$ cat config.mk
export PLATFORM = sky130hd
export DESIGN_NAME = mem_access_unit_flat
export DESIGN_NICKNAME = d
export VERILOG_FILES = /design/src/rtl/mem_access_unit_if.sv /design/src/rtl/mem_access_unit.sv /design/src/flat_wrapper.sv
export SDC_FILE = /design/constraint.sdc
export NUM_CORES = 1
export LEC_CHECK = 0
export BUFFER_PORTS_ARGS = -buffer_cell sky130_fd_sc_hd__buf_2
export CAP_MARGIN = 25
export CORE_MARGIN = 2
export CORE_UTILIZATION = 55
export CTS_BUF_LIST = sky130_fd_sc_hd__clkbuf_4
export CTS_CLUSTER_DIAMETER = 30
export DETAILED_ROUTE_END_ITERATION = 6
export GPL_TIMING_DRIVEN = 1
export HOLD_SLACK_MARGIN = 0.1
export PLACE_DENSITY = 0.79
export SETUP_SLACK_MARGIN = 0.1
export SLEW_MARGIN = 25
export SYNTH_ARGS = -nofsm -noshare
export SYNTH_HDL_FRONTEND = slang
export SYNTH_SLANG_ARGS = --single-unit
$ cat constraint.sdc
create_clock -name clk -period 9.8 [get_ports clk]
set_input_delay 1.96 -clock clk [delete_from_list [all_inputs] [get_ports clk]]
set_output_delay 1.96 -clock clk [all_outputs]
set_load 0.05 [all_outputs]
$ cat src/rtl/mem_access_unit_if.sv
// Request/response bundle between the memory stage and mem_access_unit.
// master drives req_*, slave (the unit) drives req_ready and rsp_*.
interface mem_access_unit_if;
    logic        req_valid;
    logic        req_ready;
    logic        req_we;
    logic [2:0]  req_funct3;
    logic [31:0] req_addr;
    logic [31:0] req_wdata;
    logic        rsp_valid;
    logic [31:0] rsp_rdata;
    logic        rsp_fault;

    modport master (
        output req_valid, req_we, req_funct3, req_addr, req_wdata,
        input  req_ready, rsp_valid, rsp_rdata, rsp_fault
    );

    modport slave (
        input  req_valid, req_we, req_funct3, req_addr, req_wdata,
        output req_ready, rsp_valid, rsp_rdata, rsp_fault
    );
endinterface

$ cat src/rtl/mem_access_unit.sv
// Load/store initiator: one request at a time, misaligned halves/words are
// split into byte accesses so the RAM only sees naturally aligned transfers.
// Ports: clk, rst (async, active high); bus (slave: req_* in, rsp_* out);
// ram_word_addr/ram_data_in/ram_write_ctrl/ram_read_ctrl out; ram_out in.
module mem_access_unit #(
    parameter int unsigned MEM_SIZE = 32'h0040_0000
) (
    input  logic               clk,
    input  logic               rst,
    mem_access_unit_if.slave   bus,
    output logic [31:0]        ram_word_addr,
    output logic [31:0]        ram_data_in,
    output logic [1:0]         ram_write_ctrl,
    output logic [2:0]         ram_read_ctrl,
    input  logic [31:0]        ram_out
);
    localparam logic [32:0] MEM_LIMIT = 33'(MEM_SIZE);

    typedef enum logic [1:0] {IDLE, ACCESS, SPLIT, RESP} state_t;

    state_t      state_q;
    logic [31:0] addr_q;
    logic [31:0] wdata_q;
    logic [31:0] result_q;
    logic        we_q;
    logic [2:0]  f3_q;
    logic [1:0]  idx_q;
    logic [31:0] rsp_rdata_q;
    logic        rsp_fault_q;
    logic [31:0] ram_addr_q;
    logic [31:0] ram_din_q;
    logic [1:0]  ram_wc_q;
    logic [2:0]  ram_rc_q;

    function automatic logic [2:0] rd_ctrl(input logic [2:0] f3);
        unique case (f3)
            3'b000:  return 3'b101;
            3'b001:  return 3'b011;
            3'b010:  return 3'b001;
            3'b100:  return 3'b100;
            3'b101:  return 3'b010;
            default: return 3'b000;
        endcase
    endfunction

    function automatic logic [1:0] wr_ctrl(input logic [1:0] sz);
        unique case (sz)
            2'b00:   return 2'b10;
            2'b01:   return 2'b01;
            default: return 2'b11;
        endcase
    endfunction

    // Request classification, evaluated on the incoming request in IDLE.
    logic [2:0]  acc_size;
    logic        f3_illegal;
    logic        out_of_range;
    logic        is_aligned;
    logic [32:0] last_byte;

    always_comb begin
        unique case (bus.req_funct3[1:0])
            2'b00:   acc_size = 3'd1;
            2'b01:   acc_size = 3'd2;
            default: acc_size = 3'd4;
        endcase
        if (bus.req_we)
            f3_illegal = bus.req_funct3[2] || (bus.req_funct3[1:0] == 2'b11);
        else
            f3_illegal = (bus.req_funct3[1:0] == 2'b11)
                      || (bus.req_funct3[2:1] == 2'b11);
        // 33-bit sum so a request at the top of the address space cannot wrap.
        last_byte    = {1'b0, bus.req_addr} + {30'd0, acc_size} - 33'd1;
        out_of_range = last_byte >= MEM_LIMIT;
        unique case (bus.req_funct3[1:0])
            2'b00:   is_aligned = 1'b1;
            2'b01:   is_aligned = ~bus.req_addr[0];
            default: is_aligned = (bus.req_addr[1:0] == 2'b00);
        endcase
    end

    // Split loads: byte i of the current cycle merged into the partial result.
    logic [1:0]  idx_nx;
    logic        split_last;
    logic [31:0] merged;
    logic [31:0] split_rdata;

    always_comb begin
        idx_nx     = idx_q + 2'd1;
        split_last = (idx_q == (f3_q[0] ? 2'd1 : 2'd3));
        merged     = result_q;
        merged[{idx_q, 3'b000} +: 8] = ram_out[7:0];
        unique case (f3_q)
            3'b001:  split_rdata = {{16{merged[15]}}, merged[15:0]};
            3'b101:  split_rdata = {16'd0, merged[15:0]};
            default: split_rdata = merged;
        endcase
    end

    always_ff @(posedge clk or posedge rst) begin
        if (rst) begin
            state_q     <= IDLE;
            addr_q      <= '0;
            wdata_q     <= '0;
            result_q    <= '0;
            we_q        <= 1'b0;
            f3_q        <= '0;
            idx_q       <= '0;
            rsp_rdata_q <= '0;
            rsp_fault_q <= 1'b0;
            ram_addr_q  <= '0;
            ram_din_q   <= '0;
            ram_wc_q    <= '0;
            ram_rc_q    <= '0;
        end else begin
            unique case (state_q)
                IDLE: begin
                    if (bus.req_valid) begin
                        addr_q   <= bus.req_addr;
                        wdata_q  <= bus.req_wdata;
                        we_q     <= bus.req_we;
                        f3_q     <= bus.req_funct3;
                        idx_q    <= '0;
                        result_q <= '0;
                        if (f3_illegal || out_of_range) begin
                            state_q     <= RESP;
                            rsp_rdata_q <= '0;
                            rsp_fault_q <= 1'b1;
                        end else begin
                            ram_addr_q <= bus.req_addr;
                            if (is_aligned) begin
                                state_q   <= ACCESS;
                                ram_din_q <= bus.req_we ? bus.req_wdata : '0;
                                ram_wc_q  <= bus.req_we ?
                                             wr_ctrl(bus.req_funct3[1:0]) : 2'b00;
                                ram_rc_q  <= bus.req_we ?
                                             3'b000 : rd_ctrl(bus.req_funct3);
                            end else begin
                                state_q   <= SPLIT;
                                ram_din_q <= bus.req_we ?
                                             {24'd0, bus.req_wdata[7:0]} : '0;
                                ram_wc_q  <= bus.req_we ? 2'b10 : 2'b00;
                                ram_rc_q  <= bus.req_we ? 3'b000 : 3'b100;
                            end
                        end
                    end
                end
                ACCESS: begin
                    state_q     <= RESP;
                    rsp_rdata_q <= we_q ? '0 : ram_out;
                    rsp_fault_q <= 1'b0;
                    ram_addr_q  <= '0;
                    ram_din_q   <= '0;
                    ram_wc_q    <= '0;
                    ram_rc_q    <= '0;
                end
                SPLIT: begin
                    result_q <= merged;
                    if (split_last) begin
                        state_q     <= RESP;
                        rsp_rdata_q <= we_q ? '0 : split_rdata;
                        rsp_fault_q <= 1'b0;
                        ram_addr_q  <= '0;
                        ram_din_q   <= '0;
                        ram_wc_q    <= '0;
                        ram_rc_q    <= '0;
                    end else begin
                        idx_q      <= idx_nx;
                        ram_addr_q <= addr_q + {30'd0, idx_nx};
                        ram_din_q  <= we_q ?
                                      {24'd0, wdata_q[{idx_nx, 3'b000} +: 8]} : '0;
                    end
                end
                RESP: begin
                    state_q <= IDLE;
                end
                default: state_q <= IDLE;
            endcase
        end
    end

    assign bus.req_ready  = (state_q == IDLE);
    assign bus.rsp_valid  = (state_q == RESP);
    assign bus.rsp_rdata  = rsp_rdata_q;
    assign bus.rsp_fault  = rsp_fault_q;
    assign ram_word_addr  = ram_addr_q;
    assign ram_data_in    = ram_din_q;
    assign ram_write_ctrl = ram_wc_q;
    assign ram_read_ctrl  = ram_rc_q;
endmodule

$ cat src/flat_wrapper.sv
// flat-port wrapper written by rule: the top's interface ports become plain ports
module mem_access_unit_flat 
#(
    parameter int unsigned MEM_SIZE = 32'h0040_0000
)
  (clk, rst, ram_word_addr, ram_data_in, ram_write_ctrl, ram_read_ctrl, ram_out, bus_req_valid, bus_req_we, bus_req_funct3, bus_req_addr, bus_req_wdata, bus_req_ready, bus_rsp_valid, bus_rsp_rdata, bus_rsp_fault);
  mem_access_unit_if bus_i ();
  input  logic clk;
  input  logic rst;
  output logic [31:0] ram_word_addr;
  output logic [31:0] ram_data_in;
  output logic [1:0] ram_write_ctrl;
  output logic [2:0] ram_read_ctrl;
  input  logic [31:0] ram_out;
  input wire logic [$bits(bus_i.req_valid)-1:0] bus_req_valid;
  input wire logic [$bits(bus_i.req_we)-1:0] bus_req_we;
  input wire logic [$bits(bus_i.req_funct3)-1:0] bus_req_funct3;
  input wire logic [$bits(bus_i.req_addr)-1:0] bus_req_addr;
  input wire logic [$bits(bus_i.req_wdata)-1:0] bus_req_wdata;
  output wire logic [$bits(bus_i.req_ready)-1:0] bus_req_ready;
  output wire logic [$bits(bus_i.rsp_valid)-1:0] bus_rsp_valid;
  output wire logic [$bits(bus_i.rsp_rdata)-1:0] bus_rsp_rdata;
  output wire logic [$bits(bus_i.rsp_fault)-1:0] bus_rsp_fault;
  assign bus_i.req_valid = bus_req_valid;
  assign bus_i.req_we = bus_req_we;
  assign bus_i.req_funct3 = bus_req_funct3;
  assign bus_i.req_addr = bus_req_addr;
  assign bus_i.req_wdata = bus_req_wdata;
  assign bus_req_ready = bus_i.req_ready;
  assign bus_rsp_valid = bus_i.rsp_valid;
  assign bus_rsp_rdata = bus_i.rsp_rdata;
  assign bus_rsp_fault = bus_i.rsp_fault;
  mem_access_unit #(.MEM_SIZE(MEM_SIZE)) u_core (.clk(clk), .rst(rst), .bus(bus_i), .ram_word_addr(ram_word_addr), .ram_data_in(ram_data_in), .ram_write_ctrl(ram_write_ctrl), .ram_read_ctrl(ram_read_ctrl), .ram_out(ram_out));
endmodule
==> reports/metrics.csv <==
stage,metric,value,unit
yosys,synth_top_cell_area_share,0.448,
route,vias,10200,
yosys,yosysSeqAreaShare,0.448,
power_and_ir_drop,total_leakage_power,6.32,nW
yosys,synth_area_leader_cell,dfrtp_1,
floorplan,die_y,149,um
finish,drive_gt1_frac,0.269,
timing,hold_viol,0,
timing,fin_crit,5.31,ns
yosys,syn_area,11500,um2
yosys,synth_common_cells,"dfrtp_1, nand2_1, o21ai_0",
worst_setup_path,crit_required,10.37,ns
yosys,synth_edf_count,0,
clocking,cts-hold-fix-buffers,0,
timing,setup_viol,0,
clocking,ctsResizeCount,0,
timing,hold_ws,0.478,ns
place,gp_congestion,0.910,
yosys,synth_area_leaders,"dfrtp_1, mux2_2, nand2_1, ha_1, o21ai_0",
clocking,clock_sink_count,206,
timing,fmax,188,MHz
finish,fin_nets,1556,
timing,finalClockSkew,0.0442,ns
clocking,clockBufferDepth,3,
clocking,htreeDepth,2,
timing,rsz0062_at_grt,no,
worst_setup_path,arrival,5.87,ns
worst_hold_path,hold_class,flop to flop,
place,numPortBuffers,206,
yosys,netlist-cell-type-count,69,
timing,fin_tns_setup,0,ns
clocking,cts-root-buf,clkbuf_4,
timing,drv_slew,0,
clocking,cts_tree,yes,
grt,overflow,0,
yosys,ys_ff_latch,206,
place,post-dp-hpwl,21.8,mm
yosys,syn_inst,1206,
yosys,synth_flop_cell,dfrtp_1,
flow_run,drv_cap,0,
floorplan,start_util,0.565,
yosys,yosysWarnings,0,
grt,first_global_vias,9787,
place,dp_cells,1619,
worst_setup_path,critPathLaunch,bus_req_funct3[1],
worst_setup_path,startpoint_type,input port,
floorplan,io_pins,207,
clocking,clkTransAtPathRegs,0.06,ns
floorplan,core,20400,um2
yosys,syn_nets,1357,
route,drt_first_pass_iters,6,
timing,period_share,0.542,
floorplan,rows,52,
worst_setup_path,crit_type,input port to flop,
route,remaining_drc_errors,0,
yosys,avgSynthCellArea,9.53,um2
clocking,cts_buffers,54,
grt,grt_max_degree,132,
clocking,cts_post_setup_buffers_inserted,0,
route,drt_iter0_markers,876,
grt,grt_pass1_wl,50.3,mm
worst_setup_path,slowest_delay,0.63,ns
worst_setup_path,endpoint_kind,flop,
worst_hold_path,min_from,u_core.ram_data_in[6],
outcome,run_status,completed,
route,antenna_left,0,
route,via_per_inst,5.94,
route,routed_wl,31.4,mm
timing,max_slew.worst_pin.slew,0.991,ns
yosys,async_flop_share,1.00,
worst_setup_path,r2r-start,u_core.idx_q[1],
grt,grt_use_total,0.283,
worst_setup_path,worstPathCellList,"buf_2, or2_2, ha_1, inv_1, ha_1, inv_1, fa_1, nor2b_1, o2111ai_1, a21oi_1, o21ai_1, and2_1, o2111ai_1, and4b_1, a21boi_4, buf_4, mux2_2",
clocking,clk_latency,0.71,ns
worst_setup_path,worst-path-max-fanout,28,
finish,final_cells,1717,
timing,relSlewSlack,0.334,
route,wl_per_cell,18.3,um
floorplan,dieArea,22100,um2
power_and_ir_drop,vdd_ir_drop_max,0.000184,V
yosys,synthMostInstantiatedCell,dfrtp_1,
grt,antenna_found_initial,4,
power_and_ir_drop,power_density,322,nW/um2
worst_setup_path,cp_slowest_cell,a21boi_4,
floorplan,die-width,149,um
finish,synthToLayoutAreaGrowth,16.0,%
layout make-up:
type,count,area (um2)
Clock buffer,73,548
Timing Repair Buffer,218,1120
Tap cell,270,338
Clock inverter,20,101
Multi-Input combinational cell,854,5780
Antenna cell,5,12.5
Sequential cell,206,5150
Inverter,71,274
Fill cell,1680,7030
sequential cells by signal, summed over array words and instances (netlist names), 3 cells and up:
name,cells
u_core.ram_word_addr,32
u_core.bus.rsp_rdata,32
u_core.ram_read_ctrl,3
u_core.addr_q,32
u_core.wdata_q,32
u_core.f3_q,3
u_core.ram_data_in,32
u_core.result_q,32
layout by cell type (no fill, tap or decap), types with 35 or more instances in the layout:
cell	netlist	final
buf_2	4	206
dfrtp_1	206	206
nand2_1	178	176
o21ai_0	106	106
clkbuf_4	0	73
inv_1	69	68
mux2_2	62	62
a21oi_1	54	54
nand3_1	49	49
ha_1	46	46
nor2_1	46	45
o2bb2ai_1	35	35
worst paths after layout:
| check | endpoint | slack [ns] | cells past startpoint |
|---|---|---|---|
| min reg2reg | u_core.ram_data_in[6] | 0.48 | 2 |
| max in group asynchronous | u_core.wdata_q[6] | 7.16 | 3 |
| max | u_core.ram_word_addr[20] | 4.49 | 17 |
| min in group asynchronous | u_core.addr_q[9] | 1.47 | 2 |
| min | u_core.ram_data_in[6] | 0.48 | 2 |
| max reg2reg | u_core.ram_word_addr[24] | 5.62 | 12 |
power by group:
group	internal (mW)	switching [mW]	total [mW]
combinational	0.742	1.47	2.21
sequential	1.15	0.212	1.36
clock	0.349	0.370	0.719
total	2.24	2.05	4.29
cells by family after synthesis:
group           Yosys count  share of synthesized area
compound gates          353                      0.204
simple gates            347                      0.139
flops                   206                      0.448
buf+inv                 146                     0.0510
mux                      70                     0.0764
fa+ha+maj                48                     0.0535
xor+xnor                 36                     0.0274
layer usage:
| layer | GRT usage | wire length (um) | vias up |
|---|---|---|---|
| met5 | 0 | 0 | - |
| met4 | 0.0981 | 812 | 0 |
| met3 | 0.0656 | 2400 | 60 |
| met2 | 0.446 | 14600 | 425 |
| met1 | 0.387 | 13500 | 4936 |
| li1 | - | - | 4784 |
critical path, delay by kind of cell:
kind | cells | cell delay [ns]
compound gates | 5 | 1.19
simple gates | 4 | 0.92
buf+inv | 4 | 0.72
fa+ha+maj | 3 | 0.69
mux | 1 | 0.38
through the flow:
stage | utilization | total power [mW] | setup slack [ns] | instance area (um2)
final | 0.655 | 4.29 | 4.49 | 13300
after global routing | 0.655 | 4.56 | 4.25 | 13300
after floorplan | - | 3.03 | 2.22 | 11500
after global placement | 0.622 | 3.50 | 3.94 | 12700
after detailed placement | 0.622 | 3.56 | 3.83 | 12700
after CTS | 0.654 | 4.30 | 4.56 | 13300
(Power assumes the default switching activity.)
